`src/rtl/pipe_pkg.sv`:
```
// Shared constants, occupancy encoding and saturating add for the pipeline stage register.
// Included by every file of the pipe_stage_reg slice.
package pipe_pkg;

    localparam int DATA_W_DEF = 32;
    localparam int CNT_W      = 32;
    localparam logic [CNT_W-1:0] CNT_SAT = 32'hFFFF_FFFF;

    // Bit 0 = main entry valid, bit 1 = skid entry valid.
    typedef enum logic [1:0] {
        OCC_EMPTY = 2'b00,
        OCC_MAIN  = 2'b01,
        OCC_FULL  = 2'b11
    } occ_e;

    function automatic logic [CNT_W-1:0] sat_add(input logic [CNT_W-1:0] a, input logic [1:0] inc);
        logic [CNT_W:0] sum;
        sum = {1'b0, a} + {{(CNT_W-1){1'b0}}, inc};
        return sum[CNT_W] ? CNT_SAT : sum[CNT_W-1:0];
    endfunction

endpackage

```
`src/rtl/pipe_stage_reg_if.sv`:
```
// Valid/ready handshake bundle for pipe_stage_reg: upstream (in_*) and downstream (out_*) sides.
// slave = the stage itself, master = its surroundings (producer and consumer).
interface pipe_stage_reg_if #(
    parameter int DATA_W = pipe_pkg::DATA_W_DEF
);
    logic              in_valid;
    logic [DATA_W-1:0] in_data;
    logic              in_ready;
    logic              out_valid;
    logic [DATA_W-1:0] out_data;
    logic              out_ready;

    modport master (
        output in_valid, in_data, out_ready,
        input  in_ready, out_valid, out_data
    );

    modport slave (
        input  in_valid, in_data, out_ready,
        output in_ready, out_valid, out_data
    );
endinterface

```
`src/rtl/pipe_stage_perf.sv`:
```
// Saturating stall and flush-kill counters for pipe_stage_reg.
// Instantiated only when PIPE_STAGE_PERF_EN is defined.
module pipe_stage_perf
    import pipe_pkg::*;
(
    input  logic             clk,
    input  logic             rst_n,
    input  logic             stall,
    input  logic [1:0]       kill_num,
    output logic [CNT_W-1:0] stall_cnt,
    output logic [CNT_W-1:0] kill_cnt
);

    logic [CNT_W-1:0] stall_cnt_q, stall_cnt_d;
    logic [CNT_W-1:0] kill_cnt_q, kill_cnt_d;

    always_comb begin
        stall_cnt_d = stall ? sat_add(stall_cnt_q, 2'd1) : stall_cnt_q;
        kill_cnt_d  = sat_add(kill_cnt_q, kill_num);
    end

    always_ff @(posedge clk or negedge rst_n) begin
        if (!rst_n) begin
            stall_cnt_q <= '0;
            kill_cnt_q  <= '0;
        end else begin
            stall_cnt_q <= stall_cnt_d;
            kill_cnt_q  <= kill_cnt_d;
        end
    end

    assign stall_cnt = stall_cnt_q;
    assign kill_cnt  = kill_cnt_q;

endmodule

```
`src/rtl/pipe_stage_reg.sv`:
```
// Two-entry (main + skid) pipeline stage register with stall, flush and bubble output.
// Optional perf counters (stall_cnt, kill_cnt) when PIPE_STAGE_PERF_EN is defined.
//
// state     | meaning
// OCC_EMPTY | no valid entry, out_data = BUBBLE_VAL
// OCC_MAIN  | main holds a beat, skid free
// OCC_FULL  | main and skid hold beats, in_ready low
module pipe_stage_reg
    import pipe_pkg::*;
#(
    parameter int                DATA_W     = DATA_W_DEF,
    parameter logic [DATA_W-1:0] BUBBLE_VAL = '0
) (
    input  logic             clk,
    input  logic             rst_n,
    input  logic             stall,
    input  logic             flush,
    pipe_stage_reg_if.slave  bus
`ifdef PIPE_STAGE_PERF_EN
    ,
    output logic [CNT_W-1:0] stall_cnt,
    output logic [CNT_W-1:0] kill_cnt
`endif
);

    occ_e              occ_q, occ_d;
    logic [DATA_W-1:0] main_data_q, main_data_d;
    logic [DATA_W-1:0] skid_data_q, skid_data_d;

    logic main_valid, skid_valid;
    logic in_ready, out_valid, in_fire, out_fire;

    assign main_valid = occ_q[0];
    assign skid_valid = occ_q[1];
    assign in_ready   = !skid_valid && !stall && !flush;
    assign out_valid  = main_valid && !stall && !flush;
    assign in_fire    = bus.in_valid && in_ready;
    assign out_fire   = out_valid && bus.out_ready;

    assign bus.in_ready  = in_ready;
    assign bus.out_valid = out_valid;
    assign bus.out_data  = main_valid ? main_data_q : BUBBLE_VAL;

    always_comb begin
        occ_d       = occ_q;
        main_data_d = main_data_q;
        skid_data_d = skid_data_q;
        if (flush) begin
            occ_d = OCC_EMPTY;
        end else if (!stall) begin
            case (occ_q)
                OCC_EMPTY: begin
                    if (in_fire) begin
                        main_data_d = bus.in_data;
                        occ_d       = OCC_MAIN;
                    end
                end
                OCC_MAIN: begin
                    if (in_fire && out_fire) begin
                        main_data_d = bus.in_data;
                    end else if (in_fire) begin
                        skid_data_d = bus.in_data;
                        occ_d       = OCC_FULL;
                    end else if (out_fire) begin
                        occ_d = OCC_EMPTY;
                    end
                end
                OCC_FULL: begin
                    // in_ready is low here, so only the drain path exists
                    if (out_fire) begin
                        main_data_d = skid_data_q;
                        occ_d       = OCC_MAIN;
                    end
                end
                default: occ_d = OCC_EMPTY;
            endcase
        end
    end

    always_ff @(posedge clk or negedge rst_n) begin
        if (!rst_n) begin
            occ_q <= OCC_EMPTY;
        end else begin
            occ_q <= occ_d;
        end
    end

    // Payload registers carry no reset; the bubble mux hides them while empty.
    always_ff @(posedge clk) begin
        main_data_q <= main_data_d;
        skid_data_q <= skid_data_d;
    end

`ifdef PIPE_STAGE_PERF_EN
    logic [1:0] kill_num;
    assign kill_num = flush ? ({1'b0, main_valid} + {1'b0, skid_valid}) : 2'd0;

    pipe_stage_perf u_perf (
        .clk       (clk),
        .rst_n     (rst_n),
        .stall     (stall),
        .kill_num  (kill_num),
        .stall_cnt (stall_cnt),
        .kill_cnt  (kill_cnt)
    );
`endif

endmodule

```
`src/flat_wrapper.sv`:
```
// flat-port wrapper written by rule: the top's interface ports become plain ports
module pipe_stage_reg_flat import pipe_pkg::*;
#(
    parameter int                DATA_W     = DATA_W_DEF,
    parameter logic [DATA_W-1:0] BUBBLE_VAL = '0
)
  (clk, rst_n, stall, flush, bus_in_valid, bus_in_data, bus_out_ready, bus_in_ready, bus_out_valid, bus_out_data);
  pipe_stage_reg_if #(.DATA_W(DATA_W)) bus_i ();
  input  logic clk;
  input  logic rst_n;
  input  logic stall;
  input  logic flush;
  input wire logic [$bits(bus_i.in_valid)-1:0] bus_in_valid;
  input wire logic [$bits(bus_i.in_data)-1:0] bus_in_data;
  input wire logic [$bits(bus_i.out_ready)-1:0] bus_out_ready;
  output wire logic [$bits(bus_i.in_ready)-1:0] bus_in_ready;
  output wire logic [$bits(bus_i.out_valid)-1:0] bus_out_valid;
  output wire logic [$bits(bus_i.out_data)-1:0] bus_out_data;
  assign bus_i.in_valid = bus_in_valid;
  assign bus_i.in_data = bus_in_data;
  assign bus_i.out_ready = bus_out_ready;
  assign bus_in_ready = bus_i.in_ready;
  assign bus_out_valid = bus_i.out_valid;
  assign bus_out_data = bus_i.out_data;
  pipe_stage_reg #(.DATA_W(DATA_W), .BUBBLE_VAL(BUBBLE_VAL)) u_core (.clk(clk), .rst_n(rst_n), .stall(stall), .flush(flush), .bus(bus_i));
endmodule
```
`config.mk`:
```
export PLATFORM = sky130hd
export DESIGN_NAME = pipe_stage_reg_flat
export DESIGN_NICKNAME = d
export VERILOG_FILES = /design/src/rtl/pipe_pkg.sv /design/src/rtl/pipe_stage_reg_if.sv /design/src/rtl/pipe_stage_perf.sv /design/src/rtl/pipe_stage_reg.sv /design/src/flat_wrapper.sv
export SDC_FILE = /design/constraint.sdc
export NUM_CORES = 1
export LEC_CHECK = 0
export BUFFER_PORTS_ARGS = -buffer_cell sky130_fd_sc_hd__buf_4
export CORE_MARGIN = 3
export CORE_UTILIZATION = 50
export DETAILED_ROUTE_END_ITERATION = 7
export PLACE_DENSITY = 0.83
export REMOVE_ABC_BUFFERS = 1
export SYNTH_ARGS = -nofsm -noshare
export SYNTH_HDL_FRONTEND = slang
export SYNTH_SLANG_ARGS = --single-unit
```
`constraint.sdc`:
```
create_clock -name clk -period 4.9 [get_ports clk]
set_input_delay 0.49 -clock clk [delete_from_list [all_inputs] [get_ports clk]]
set_output_delay 0.49 -clock clk [all_outputs]
set_load 0.03 [all_outputs]
```
==> impl_metrics.json, run 1 <==
{
  "outcome": "finished clean",
  "insertion_delay_ns": 0.33,
  "vias": 1610,
  "place_hpwl_mm": 3.38,
  "async_reset_ff_share_pct": 3.03,
  "area_delta_synth_final_pct": 27.5,
  "yosysMostFrequentCell": "edfxtp_1",
  "grt_pass1_vias": 1665,
  "power_density_nw_per_um2": 313,
  "yosys-top-cells-area": "edfxtp_1, mux2_2, and2_1, dfrtp_1, ha_1",
  "wl_mm": 5.00,
  "critPathKind": "reg2reg",
  "place_congestion": 0.821,
  "met2_length_mm": 2.31,
  "final_cell_count_no_fill": 317,
  "antenna_found_initial": 0,
  "drt-met1-wl_mm": 2.24,
  "portBuffers": 71,
  "design_area_um2": 3560,
  "cts-htree-levels": 3,
  "yosysSeqAreaShare_pct": 70.7,
  "via_per_inst": 5.08,
  "dr.pass1.iters": 4,
  "clock_sinks": 66,
  "finalMaxSlewViolations": 0,
  "cp-start-kind": "flip-flop",
  "netlist_top_cells_count": "edfxtp_1, and2_1, mux2_2",
  "critPathRequiredTime_ns": 4.91,
  "grt_pass1_wl_mm": 7.98,
  "grt_max_degree": 39,
  "wl_met3_um": 357,
  "synth_area_leader_cell": "edfxtp_1",
  "syn-cell-area_um2": 2790,
  "arrival_ns": 2.93,
  "die_h_um": 80.7,
  "numCtsBuffers": 9,
  "synth-main-ff-cell": "edfxtp_1",
  "synth_cell_types": 26,
  "fp-row-count": 26,
  "min_period_ns": 2.92,
  "post_cts_resized": 0,
  "cts_tree": "done",
  "min_path_type": "in2reg",
  "pin_count": 72,
  "synth.top_cell.area_share_pct": 68.9,
  "max_slew.worst_pin.slew_ns": 0.873,
  "ant_nets": 0,
  "synth-edff-count": 64,
  "setup_viol": 0,
  "synth.avg_cell_area_um2": 16.7,
  "diodes": 0,
  "grt_usage_pct": 16.9,
  "fin_setup_tns_ns": 0,
  "max_freq_mhz": 342,
  "place_inst": 302,
  "postPlaceCellArea_um2": 3400,
  "root_buffer": "clkbuf_8",
  "grt.overflow.total": 0,
  "clock_path_buffers": 2,
  "cts_setup_buffers": 0,
  "yosysWarnings": 0,
  "end_kind": "flip-flop",
  "drt_iter0_drc": 129,
  "finClkSkew_ns": 0.00766,
  "top_layer": "met4",
  "fin_crit_sh_pct": 59.7,
  "coreArea_um2": 5240,
  "start_util_pct": 53.2,
  "drive_above_1_share_pct": 50.2,
  "clk_pin_slew_ns": 0.07,
  "grt_setup_unrepaired": "no",
  "slew_headroom_pct": 41.8,
  "fp.dieArea_um2": 6510,
  "whs_ns": 0.336,
  "hold_violations": 0,
  "synth_seq_cells": 66,
  "wl_per_cell_um": 15.8,
  "p_leak_nw": 1.35,
  "route.detailed.drc": 0,
  "final_util_pct": 67.9,
  "dieWidth_um": 80.7,
  "hold_buffers": 1,
  "final_net_count": 286,
  "fillers": 383,
  "max_cap_viol_count": 0,
  "peakVddDrop_uv": 235,
  "cp_max_fo": 38,
  "syn_inst": 167
}
## critical path: stages (launching register included)
cell and delay, ns:
dfrtp_1 0.91, inv_1 0.16, ha_1 0.25, nor3_1 0.19, nand2_1 0.13, a221oi_4 0.56, buf_4 0.39
## worst paths after layout
check,startpoint,to,slack [ns],cells past startpoint
setup / recovery,u_core.occ_q[0]$_DFFE_PN0P_,u_core.main_data_q[9]$_DFFE_PP_,1.98,6
max in group asynchronous,rst_n,u_core.occ_q[0]$_DFFE_PN0P_,4.34,2
hold / removal,bus_in_data[15],u_core.skid_data_q[15]$_DFFE_PP_,0.34,1
setup reg to reg,u_core.occ_q[0]$_DFFE_PN0P_,u_core.main_data_q[9]$_DFFE_PP_,1.98,6
min in group asynchronous,rst_n,u_core.occ_q[1]$_DFFE_PN0P_,0.47,2
hold reg to reg,u_core.skid_data_q[6]$_DFFE_PP_,u_core.main_data_q[6]$_DFFE_PP_,0.55,1
## metrics by stage
stage	setup slack, ns	power, mW
floorplan	0.440	0.705
global placement	2.02	0.761
detailed placement	1.94	0.763
CTS	1.92	1.12
global route	1.65	1.16
finish	1.98	1.11
## metal layers
layer / vias up / GRT usage (%)
met1: 766 / 23.8
met3: 9 / 5.49
li1: 769 / -
met2: 66 / 24.4
met5: - / 0
met4: 0 / 6.42
## registers in the layout, summed over array words and instances (netlist names)
signal and count:
u_core.skid_data_q 32, u_core.occ_q 2, u_core.main_data_q 32
## layout by cell type (no fill, tap or decap)
| cell type | n |
|---|---|
| a21oi_1 | 2 |
| a221oi_4 | 1 |
| and2_1 | 32 |
| and3_2 | 1 |
| buf_4 | 72 |
| clkbuf_8 | 9 |
| clkinv_1 | 1 |
| clkinv_2 | 4 |
| dfrtp_1 | 2 |
| dlygate4sd3_1 | 1 |
| edfxtp_1 | 64 |
| ha_1 | 3 |
| ha_2 | 1 |
| inv_1 | 2 |
| mux2_2 | 32 |
| mux2i_1 | 1 |
| nand2_1 | 4 |
| nand2b_1 | 2 |
| nand2b_2 | 1 |
| nand3_1 | 2 |
| nand3b_1 | 1 |
| nor2_1 | 1 |
| nor2b_2 | 1 |
| nor3_1 | 2 |
| nor4b_2 | 1 |
| o31a_2 | 1 |
| o31ai_1 | 1 |
| or3_1 | 1 |
| xnor2_1 | 1 |
## where the power goes
group / internal (mW) / switching (mW)
Combinational: 0.0552 / 0.0581
Clock: 0.172 / 0.190
Sequential: 0.630 / 0.00696
## area by class of cell
class                           instances  area [um^2]  area share (%)
Multi-Input combinational cell         92          791            22.2
Inverter                                2         7.51           0.211
Clock buffer                            9          124            3.48
Tap cell                               70         87.6            2.46
Sequential cell                        66         1970            55.5
Timing Repair Buffer                   73          551            15.5
Clock inverter                          5         23.8           0.669
## kinds of logic after synthesis
family,Yosys count,share of synthesized area [%]
fa+ha+maj,4,1.79
compound gates,5,1.30
mux,33,13.3
simple gates,49,10.9
flops,66,70.7
buf+inv,9,1.66
xor+xnor,1,0.314
No activity file was read; power rests on OpenSTA's default activity.
==> inputs of run 2 (changes only) <==
Settings changed: ABC_AREA from default to 1, CORE_UTILIZATION 50 to 47, PLACE_DENSITY 0.83 to 0.82.
Clock period 4.9 ns to 2.5 ns, I/O delays scaled along.
==> run 2 against run 1 <==
  * Synthesized cell count increased by 25%
  * Sequential power increased by 95%
  * Non-clock buffer count grew 4
==> impl_metrics.json, run 2 <==
{
  "outcome": "finished clean",
  "cts-htree-levels": 3,
  "finClkSkew_ns": 0.00574,
  "yosysSeqAreaShare_pct": 69.2,
  "synth-main-ff-cell": "edfxtp_1",
  "multi_input_area_um2": 704,
  "cp_common_cell": "inv_1",
  "post_cts_resized": 0,
  "synth_seq_cells": 66,
  "synth_mux_area_share_pct": 12.6,
  "synth_cell_types": 20,
  "min_path_type": "in2reg",
  "coreArea_um2": 5680,
  "fp-row-count": 27,
  "p_switching_mw": 0.496,
  "die_h_um": 83.9,
  "p_seq_share_pct": 50.7,
  "place_congestion": 0.822,
  "synth_fa_ha_area_share_pct": 1.76,
  "peakVddDrop_uv": 515,
  "timing.rr.end": "u_core.main_data_q[5]$_DFFE_PP_",
  "synth-edff-count": 64,
  "final_cell_mix": "buf_4, edfxtp_1, inv_1",
  "fp.dieArea_um2": 7030,
  "fillers": 430,
  "ant_nets": 0,
  "start_util_pct": 50.2,
  "syn_inst": 208,
  "yosys-top-cells-area": "edfxtp_1, mux2_2, inv_1, nand2_1, dfrtp_1",
  "synth.avg_cell_area_um2": 13.7,
  "place_inst": 348,
  "cts_setup_buffers": 0,
  "drt_iter0_drc": 126,
  "max_slew.worst_pin.slew_ns": 0.445,
  "finalMaxSlewViolations": 0,
  "portBuffers": 71,
  "clk_pin_slew_ns": 0.07,
  "grt.overflow.total": 0,
  "cp-start-kind": "flip-flop",
  "wl_met3_um": 395,
  "min_period_ns": 2.01,
  "whs_ns": 0.104,
  "final_util_pct": 65.5,
  "arrival_ns": 1.99,
  "synth-xor-area-share_pct": 0,
  "switching_share_pct": 20.2,
  "wl_per_cell_um": 14.3,
  "crit_chain": "inv_1, ha_1, inv_1, nand2_1, a211oi_4, buf_4",
  "min_to": "u_core.skid_data_q[26]$_DFFE_PP_",
  "grt_usage_pct": 16.1,
  "max_freq_mhz": 497,
  "top_layer": "met4",
  "insertion_delay_ns": 0.32,
  "setup_viol": 0,
  "p_clk_share_pct": 40.1,
  "syn-cell-area_um2": 2850,
  "synth_area_leader_cell": "edfxtp_1",
  "power_density_nw_per_um2": 659,
  "max_cap_viol_count": 0,
  "slew_headroom_pct": 70.3,
  "fin_crit_sh_pct": 80.5,
  "drive_above_1_share_pct": 46.1,
  "antenna_found_initial": 0,
  "synth.top_cell.area_share_pct": 67.5,
  "grt_setup_unrepaired": "no",
  "critical-path-max-stage-delay_ns": 0.53,
  "p_leak_nw": 1.68,
  "end_kind": "flip-flop",
  "synth_compound_area_share_pct": 0.439,
  "cts_tree": "done",
  "power_frac_comb_pct": 9.3,
  "critPathRequiredTime_ns": 2.47,
  "final_cell_count_no_fill": 365,
  "power_mw": 2.45,
  "wl_mm": 5.22,
  "final_net_count": 330,
  "grt_pass1_wl_mm": 8.74,
  "clock_path_buffers": 2,
  "hold_start": "bus_in_data[26]",
  "clock_sinks": 66,
  "hold_buffers": 1,
  "numCtsBuffers": 9,
  "rr_startpoint": "u_core.occ_q[0]$_DFFE_PN0P_",
  "reg.largest.list": "u_core.main_data_q x32, u_core.skid_data_q x32, u_core.occ_q x2",
  "cp_max_fo": 32,
  "yosys.area_share.simple_pct": 9.09,
  "seq_area_um2": 1970,
  "critPathKind": "reg2reg",
  "yosysWarnings": 0,
  "holdPathStages": 1,
  "grt_pass1_vias": 1827,
  "p_int_mw": 1.95,
  "met2_length_mm": 2.53,
  "reg2reg_depth": 6,
  "area_delta_synth_final_pct": 30.6,
  "dieWidth_um": 83.9,
  "diodes": 0,
  "vias": 1738,
  "r2r_setup_slack_ns": 0.49,
  "pin_count": 72,
  "dr.pass1.iters": 4,
  "grt_max_degree": 33,
  "hold_violations": 0,
  "root_buffer": "clkbuf_8",
  "drt-met1-wl_mm": 2.23,
  "place_hpwl_mm": 3.54,
  "route.detailed.drc": 0,
  "netlist_top_cells_count": "edfxtp_1, inv_1, nand2_1",
  "synth_top_family_by_area": "multiplexers",
  "layout_commonest_cell": "buf_4",
  "yosysMostFrequentCell": "edfxtp_1",
  "async_reset_ff_share_pct": 3.03,
  "via_per_inst": 4.76,
  "critPathSlowestCell": "dfrtp_1"
}
## run 2: changes by cell type after synthesis, sizes merged, moves of 2 or more
cell / before / now
nand2: 4 / 45
inv: 2 / 39
nand4: 0 / 2
nor3: 2 / 0
buf: 2 / 5
nand2b: 3 / 0
nand3: 2 / 5
nor2: 1 / 4
and2: 32 / 0
clkbuf: 5 / 3
## run 2: final cells by class
type | count | share of cell area (%)
sequential | 66 | 53.0
multi-input combinational | 94 | 18.9
timing repair buffer | 77 | 15.6
clock buffer | 14 | 4.37
inverter | 40 | 4.04
tap | 72 | 2.42
clock inverter | 2 | 1.61
## run 2: worst max-delay path: cells and delay by family, from the launching register on
| kind | cells | cell delay, ns |
|---|---|---|
| buffers and inverters | 3 | 0.58 |
| flip-flops | 1 | 0.53 |
| adder cells (fa/ha/maj) | 1 | 0.24 |
| AO/OA/AOI/OAI | 1 | 0.21 |
| AND/OR/NAND/NOR | 1 | 0.09 |
## run 2: worst max-delay path by stage
stage / start / end / depth (start not counted)
after floorplan: u_core.occ_q[0]$_DFFE_PN0P_ / u_core.main_data_q[0]$_DFFE_PP_ / 4
after global placement: u_core.occ_q[0]$_DFFE_PN0P_ / u_core.main_data_q[7]$_DFFE_PP_ / 6
after detailed placement: u_core.occ_q[0]$_DFFE_PN0P_ / u_core.main_data_q[9]$_DFFE_PP_ / 6
after CTS: u_core.occ_q[0]$_DFFE_PN0P_ / u_core.main_data_q[5]$_DFFE_PP_ / 6
after global routing: u_core.occ_q[1]$_DFFE_PN0P_ / u_core.skid_data_q[19]$_DFFE_PP_ / 5
final: u_core.occ_q[0]$_DFFE_PN0P_ / u_core.main_data_q[5]$_DFFE_PP_ / 6
## run 2: cell families after synthesis
logic type,count (synthesis)
muxes,32
DFF,66
buffers and inverters,48
AOI/OAI and AO/OA,2
and+or+nand+nor,56
adders and majority gates,4
## run 2: power by group through the flow
stage | registers, mW | logic [mW] | clock network, mW
finish | 1.24 | 0.227 | 0.982
global route | 1.24 | 0.248 | 1.06
CTS | 1.24 | 0.231 | 1.01
detailed placement | 1.27 | 0.229 | 0
global placement | 1.26 | 0.224 | 0
floorplan | 1.27 | 0.108 | 0
## run 2: routing by layer
| layer | track usage (%) | up-vias |
|---|---|---|
| li1 | - | 854 |
| met1 | 19.6 | 816 |
| met2 | 26.0 | 60 |
| met3 | 6.32 | 8 |
| met4 | 5.99 | 0 |
| met5 | 0 | - |
## run 2: per-stage QoR
step	area [um^2]	TNS (ns)	setup WS, ns
6_report	3720	0	0.487
5_1_grt	3720	0	0.351
3_3_place_gp	3490	0	0.590
2_1_floorplan	2800	-86.08	-2.05
3_5_place_dp	3490	0	0.503
4_1_cts	3720	0	0.489
